**config.mk**
```make
export PLATFORM = sky130hd
export DESIGN_NAME = alu_exec_unit
export DESIGN_NICKNAME = d
export VERILOG_FILES = /design/src/rtl/alu_exec_unit.sv
export SDC_FILE = /design/constraint.sdc
export NUM_CORES = 1
export LEC_CHECK = 0
export ABC_AREA = 0
export CORE_ASPECT_RATIO = 1.4
export CORE_MARGIN = 2
export CORE_UTILIZATION = 35
export DETAILED_ROUTE_END_ITERATION = 10
export GPL_ROUTABILITY_DRIVEN = 0
export PLACE_DENSITY = 0.64
export SYNTH_ARGS = -nofsm -noshare
export SYNTH_HDL_FRONTEND = slang
export SYNTH_SLANG_ARGS = --single-unit
export TNS_END_PERCENT = 5
```
**constraint.sdc**
```tcl
create_clock -name clk -period 4.9 [get_ports clk]
set_input_delay 0.735 -clock clk [delete_from_list [all_inputs] [get_ports clk]]
set_output_delay 0.735 -clock clk [all_outputs]
set_load 0.03 [all_outputs]
```
**src/rtl/alu_exec_unit.sv**
```systemverilog
// Handshaked 32-bit ALU. Most operations complete in a single step.
// Shifts by n>0 run through a 1-bit-per-cycle shifter for n cycles.
module alu_exec_unit (
    input  logic        clk,
    input  logic        reset,
    input  logic        in_valid,
    output logic        in_ready,
    input  logic [3:0]  ALUOp,
    input  logic        Sign,
    input  logic [31:0] in_a,
    input  logic [31:0] in_b,
    output logic        out_valid,
    input  logic        out_ready,
    output logic [31:0] result,
    output logic        zero,
    output logic        overflow
);
    localparam logic [3:0] OP_ADD = 4'd0;
    localparam logic [3:0] OP_SUB = 4'd1;
    localparam logic [3:0] OP_AND = 4'd2;
    localparam logic [3:0] OP_OR  = 4'd3;
    localparam logic [3:0] OP_XOR = 4'd4;
    localparam logic [3:0] OP_NOR = 4'd5;
    localparam logic [3:0] OP_SL  = 4'd6;
    localparam logic [3:0] OP_SR  = 4'd7;
    localparam logic [3:0] OP_LT  = 4'd8;
    localparam logic [3:0] OP_LE  = 4'd9;
    localparam logic [3:0] OP_GT  = 4'd10;

    typedef enum logic [1:0] {IDLE = 2'd0, SHIFT = 2'd1, DONE = 2'd2} state_t;

    state_t      state;
    logic [31:0] shift_data;
    logic [31:0] shift_step;
    logic [4:0]  count;
    logic        shift_left;
    logic        shift_fill;
    logic [31:0] calc;
    logic        calc_ovf;
    logic [31:0] sum;
    logic [31:0] diff;
    logic        lt;
    logic        eq;
    logic        accept;
    logic        start_shift;

    assign in_ready    = (state == IDLE) || (state == DONE && out_ready);
    assign accept      = in_valid && in_ready;
    assign start_shift = (ALUOp == OP_SL || ALUOp == OP_SR) && (in_a[4:0] != 5'd0);

    assign sum  = in_a + in_b;
    assign diff = in_a - in_b;
    assign lt   = Sign ? ($signed(in_a) < $signed(in_b)) : (in_a < in_b);
    assign eq   = (in_a == in_b);

    // Fill bit for right shifts is captured at accept so it stays the original B[31].
    assign shift_step = shift_left ? {shift_data[30:0], 1'b0}
                                   : {shift_fill, shift_data[31:1]};

    always_comb begin
        calc     = 32'd0;
        calc_ovf = 1'b0;
        case (ALUOp)
            OP_ADD: begin
                calc     = sum;
                calc_ovf = Sign && (in_a[31] == in_b[31]) && (sum[31] != in_a[31]);
            end
            OP_SUB: begin
                calc     = diff;
                calc_ovf = Sign && (in_a[31] != in_b[31]) && (diff[31] != in_a[31]);
            end
            OP_AND:  calc = in_a & in_b;
            OP_OR:   calc = in_a | in_b;
            OP_XOR:  calc = in_a ^ in_b;
            OP_NOR:  calc = ~(in_a | in_b);
            OP_SL,
            OP_SR:   calc = in_b;
            OP_LT:   calc = {31'd0, lt};
            OP_LE:   calc = {31'd0, lt || eq};
            OP_GT:   calc = {31'd0, !(lt || eq)};
            default: calc = 32'd0;
        endcase
    end

    always_ff @(posedge clk or negedge reset) begin
        if (!reset) begin
            state      <= IDLE;
            out_valid  <= 1'b0;
            result     <= 32'd0;
            zero       <= 1'b0;
            overflow   <= 1'b0;
            count      <= 5'd0;
            shift_data <= 32'd0;
            shift_left <= 1'b0;
            shift_fill <= 1'b0;
        end else if (state == SHIFT) begin
            shift_data <= shift_step;
            count      <= count - 5'd1;
            if (count == 5'd1) begin
                result    <= shift_step;
                zero      <= (shift_step == 32'd0);
                overflow  <= 1'b0;
                out_valid <= 1'b1;
                state     <= DONE;
            end
        end else if (accept) begin
            if (start_shift) begin
                shift_data <= in_b;
                count      <= in_a[4:0];
                shift_left <= (ALUOp == OP_SL);
                shift_fill <= Sign && in_b[31];
                out_valid  <= 1'b0;
                state      <= SHIFT;
            end else begin
                result    <= calc;
                zero      <= (calc == 32'd0);
                overflow  <= calc_ovf;
                out_valid <= 1'b1;
                state     <= DONE;
            end
        end else if (state == DONE && out_ready) begin
            out_valid <= 1'b0;
            state     <= IDLE;
        end
    end
endmodule

```
==> flow_summary_export.csv <==
group,metric,value,unit
outcome,run_status,"finished, final reports clean",
clocking,clock_insertion_delay_worst_skew,0.34,ns
clocking,cts.sinks,75,
detailed_routing,wire_length_the_detailed_router_placed_on_met1,15580,µm
min_path,hp-class,"register to register",
worst_setup_path,crit_path_max_fanout,4,
min_path,hp-start,"result[29]",
power,power_frac_seq,0.243,
clocking,cts.clk_slew.worst_paths,0.06,ns
worst_setup_path,critical_path.endpoint_type,"register",
detailed_routing,drtIter0Drc,1157,
power,swShare,0.4621,
power,power_frac_comb,0.611,
power,part_of_the_total_power_dissipated_in_the_clock_network,0.146,
timing,setup_violations,0,
clocking,htree_levels,3,
floorplanning,rows,72,
grt,grt_max_degree,76,
cells_and_area,areaGrowthSynthToFinish,35.52,%
detailed_routing,drt_first_pass_iters,7,
synthesis,synth.ff_latch_count,75,
clocking,numCtsBuffers,9,
clocking,clock_tree.buffer_depth,2,
power,p_int,2650,µW
worst_setup_path,critical_path_required,5.16,ns
detailed_routing,route.met3.wl,3218,µm
worst_setup_path,timing.rr.start,"out_valid",
worst_setup_path,timing.critical_path.arrival,5.10,ns
cells_and_area,layout.filler_cells,2790,
cells_and_area,antenna_cells,0,
worst_setup_path,reg2reg_depth,11,
placement,placement.io_buffers,108,
synthesis,synth_enable_flop_cells,0,
power,worst_ir_drop_on_vdd,0.0002539,V
grt,grt_antenna_before_repair,0,
worst_setup_path,critical_path_cell_by_cell,"clkdlybuf4s50_1 > buf_4 > ha_1 > nor2b_1 > nor2_1 > a211oi_2 > nor3_1 > a221o_1 > a21oi_1 > nand4_1 > or4_4 > or4_4 > or4_1 > o22ai_1",
grt,grt.overflow.total,0,
detailed_routing,antenna_left,0,
worst_setup_path,timing.reg2reg.setup_slack,0.67,ns
grt,grt_first_pass_wirelength,66520,µm
timing,final.period_utilization,0.9876,
timing,worst_margin_pin_slew,0.9496,ns
floorplanning,design.die.area,29740,µm²
timing,final.min_clock_period,4.839,ns
timing,final-hold-violation-count,0,
power,power_density,366.2,nW/µm²
synthesis,netlist-cell-type-count,93,
clocking,cts_hold_repair.buffers,0,
floorplanning,die_h,203.3,µm
timing,maxClockFrequency,0.2066,GHz
detailed_routing,met2RoutedLength,20200,µm
timing,max-slew-margin-rel,0.3670,
clocking,cts_tree,"built",
worst_setup_path,worst-setup-path-type,"input port to register",
synthesis,ys_dominant_reg_cell,"sky130_fd_sc_hd__dfrtp_1",
floorplanning,initial_util,0.3577,
synthesis,yosys-top-cells-area,"sky130_fd_sc_hd__dfrtp_1 19%, sky130_fd_sc_hd__ha_1 12%, sky130_fd_sc_hd__nor2_1 6.1%",
synthesis,synth.net_count,1514,
synthesis,synth.largest_area_cell,"sky130_fd_sc_hd__dfrtp_1",
synthesis,synthesis.area,9926,µm²
detailed_routing,dr.max_layer_used,"met4",
timing,number_of_max_slew_violations_in_the_final_report,0,
synthesis,seq_area_frac_synth,0.1891,
timing,totalNegativeSetupSlack,0,ns
flow_run,cap_violations,0,
worst_setup_path,worst_setup_path_start_kind,"input port",
cells_and_area,design.final.nets,1769,
power,p_leak,0.005954,µW
detailed_routing,post_drt_wl_per_cell,21.88,µm
synthesis,syn_area_per_cell,7.402,µm²
synthesis,ys.warnings.count,0,
min_path,worst_hold_path.num_cells,2,
worst_setup_path,critical_path.reg2reg.endpoint,"zero",
timing,clock-skew-final,0.007489,ns
worst_setup_path,critical-path-slowest-cell,"sky130_fd_sc_hd__clkdlybuf4s50_1",
floorplanning,core,27750,µm²
grt,global_route.usage.total,0.2814,
synthesis,netlist.area_leader.share,0.1891,
grt,number_of_global_route_vias_before_repair,12170,
floorplanning,i_o_pin_total,109,
synthesis,synth-async-reset-ratio,1.000,
placement,hpwlAfterDp,33740,µm
detailed_routing,vias,12100,
cells_and_area,layout-drive-gt1-share,0.1955,
cells_and_area,final_core_utilization,0.4848,
floorplanning,chipWidth,146.3,µm
clocking,cts-root-buf,"sky130_fd_sc_hd__clkbuf_16",
detailed_routing,routed_via_density,6.137,
cells_and_area,biggestRegsByFlops,"result x32, shift_data x32, count x5",
min_path,min_to,"result[29]",
detailed_routing,route.detailed.drc,0,
synthesis,synthesis.instances,1341,
worst_setup_path,critPathMaxStageDelay,0.54,ns
worst_setup_path,cp_common_cell,"sky130_fd_sc_hd__or4_4",
detailed_routing,final_wl,43120,µm
power,net-switching-power,2276,µW
[how the worst max path moves through the flow]
stage / start / to / slack [ns] / depth (start not counted)
finish: in_a[3] / zero / 0.06 / 14
global route: in_a[0] / zero / -0.06 / 16
CTS: in_b[10] / zero / 0.01 / 14
detailed placement: in_a[0] / zero / -0.41 / 16
global placement: in_a[0] / zero / -0.33 / 16
floorplan: in_a[0] / zero / 0.60 / 15
[layer usage]
metal  vias to the layer above  global-route usage
met4                         0              0.2299
met3                       258             0.04206
li1                       5464                   -
met5                         -                   0
met2                       694              0.4761
met1                      5681              0.3136
[metrics by stage]
step / worst slack [ns] / area (µm²) / hold slack, ns / total power (µW) / std cells
2_1_floorplan: 0.6017 / 9926 / 0.4394 / 2904 / 1341
3_3_place_gp: -0.3312 / 12860 / 0.4701 / 4068 / 1947
3_5_place_dp: -0.4105 / 12860 / 0.4730 / 4105 / 1947
4_1_cts: 0.01088 / 13280 / 0.4860 / 4851 / 1968
5_1_grt: -0.06416 / 13450 / 0.5002 / 5197 / 1971
6_report: 0.06058 / 13450 / 0.4774 / 4926 / 1971
[kinds of logic (layout without fill, tap and decap cells)]
logic type | Yosys count | count (layout) | share of synthesized area
AND/OR/NAND/NOR | 473 | 473 | 0.2327
AO/OA/AOI/OAI | 444 | 444 | 0.3179
buffers and inverters | 190 | 450 | 0.07374
adder cells (fa/ha/maj) | 100 | 100 | 0.1276
flip-flops | 75 | 75 | 0.1891
multiplexers | 49 | 49 | 0.05017
XOR/XNOR | 10 | 10 | 0.008825
[power by group through the flow]
stage / Combinational [µW] / Sequential, µW / Clock [µW]
2_1_floorplan: 1530 / 1370 / 0
4_1_cts: 2940 / 1190 / 719
3_3_place_gp: 2880 / 1190 / 0
6_report: 3010 / 1200 / 721
3_5_place_dp: 2910 / 1190 / 0
5_1_grt: 3220 / 1230 / 747
[Yosys cell counts, types with 18 or more instances]
master,n
sky130_fd_sc_hd__nor2_1,160
sky130_fd_sc_hd__nor3_1,26
sky130_fd_sc_hd__o211ai_1,20
sky130_fd_sc_hd__a221o_1,40
sky130_fd_sc_hd__nand4_1,24
sky130_fd_sc_hd__nor2b_1,18
sky130_fd_sc_hd__nand2_1,113
sky130_fd_sc_hd__inv_1,99
sky130_fd_sc_hd__dfrtp_1,75
sky130_fd_sc_hd__o21ai_0,66
sky130_fd_sc_hd__ha_1,98
sky130_fd_sc_hd__nand3_1,31
sky130_fd_sc_hd__a21oi_1,116
sky130_fd_sc_hd__a22oi_1,24
sky130_fd_sc_hd__mux2i_1,43
sky130_fd_sc_hd__clkbuf_1,64
[what timing repair did]
item	CTS	global route
hold endpoints to repair	0	0
pin swaps	13	12
resized for setup	20	30
endpoints found under the setup margin	1	1
cloned	0	0
setup buffers	5	3
[area by class of cell]
| type | instances | area [µm²] | area share |
|---|---|---|---|
| Clock buffer | 12 | 246.5 | 0.01832 |
| Sequential cell | 75 | 1877 | 0.1395 |
| Multi-Input combinational cell | 1076 | 7584 | 0.5638 |
| Inverter | 101 | 379.1 | 0.02818 |
| Clock inverter | 4 | 73.82 | 0.005488 |
| Tap cell | 370 | 462.9 | 0.03442 |
| Timing Repair Buffer | 333 | 2829 | 0.2103 |
[worst max-delay path: cells and delay by family]
kind	cells	cell delay (ns)
and+or+nand+nor	7	2.32
AOI/OAI and AO/OA	4	1.12
buffers and inverters	2	0.67
adders and majority gates	1	0.24
[placed cells by master, fill, tap and decap left out, types with 31 or more instances in the layout]
| master | netlist | layout |
|---|---|---|
| sky130_fd_sc_hd__mux2i_1 | 43 | 43 |
| sky130_fd_sc_hd__nor2_1 | 160 | 158 |
| sky130_fd_sc_hd__ha_1 | 98 | 89 |
| sky130_fd_sc_hd__nand3_1 | 31 | 31 |
| sky130_fd_sc_hd__clkdlybuf4s50_1 | 0 | 103 |
| sky130_fd_sc_hd__o21ai_0 | 66 | 65 |
| sky130_fd_sc_hd__a221o_1 | 40 | 40 |
| sky130_fd_sc_hd__a21oi_1 | 116 | 114 |
| sky130_fd_sc_hd__nand2_1 | 113 | 113 |
| sky130_fd_sc_hd__inv_1 | 99 | 98 |
| sky130_fd_sc_hd__dfrtp_1 | 75 | 75 |
| sky130_fd_sc_hd__buf_4 | 0 | 220 |
Power figures use the tool's default switching activity.
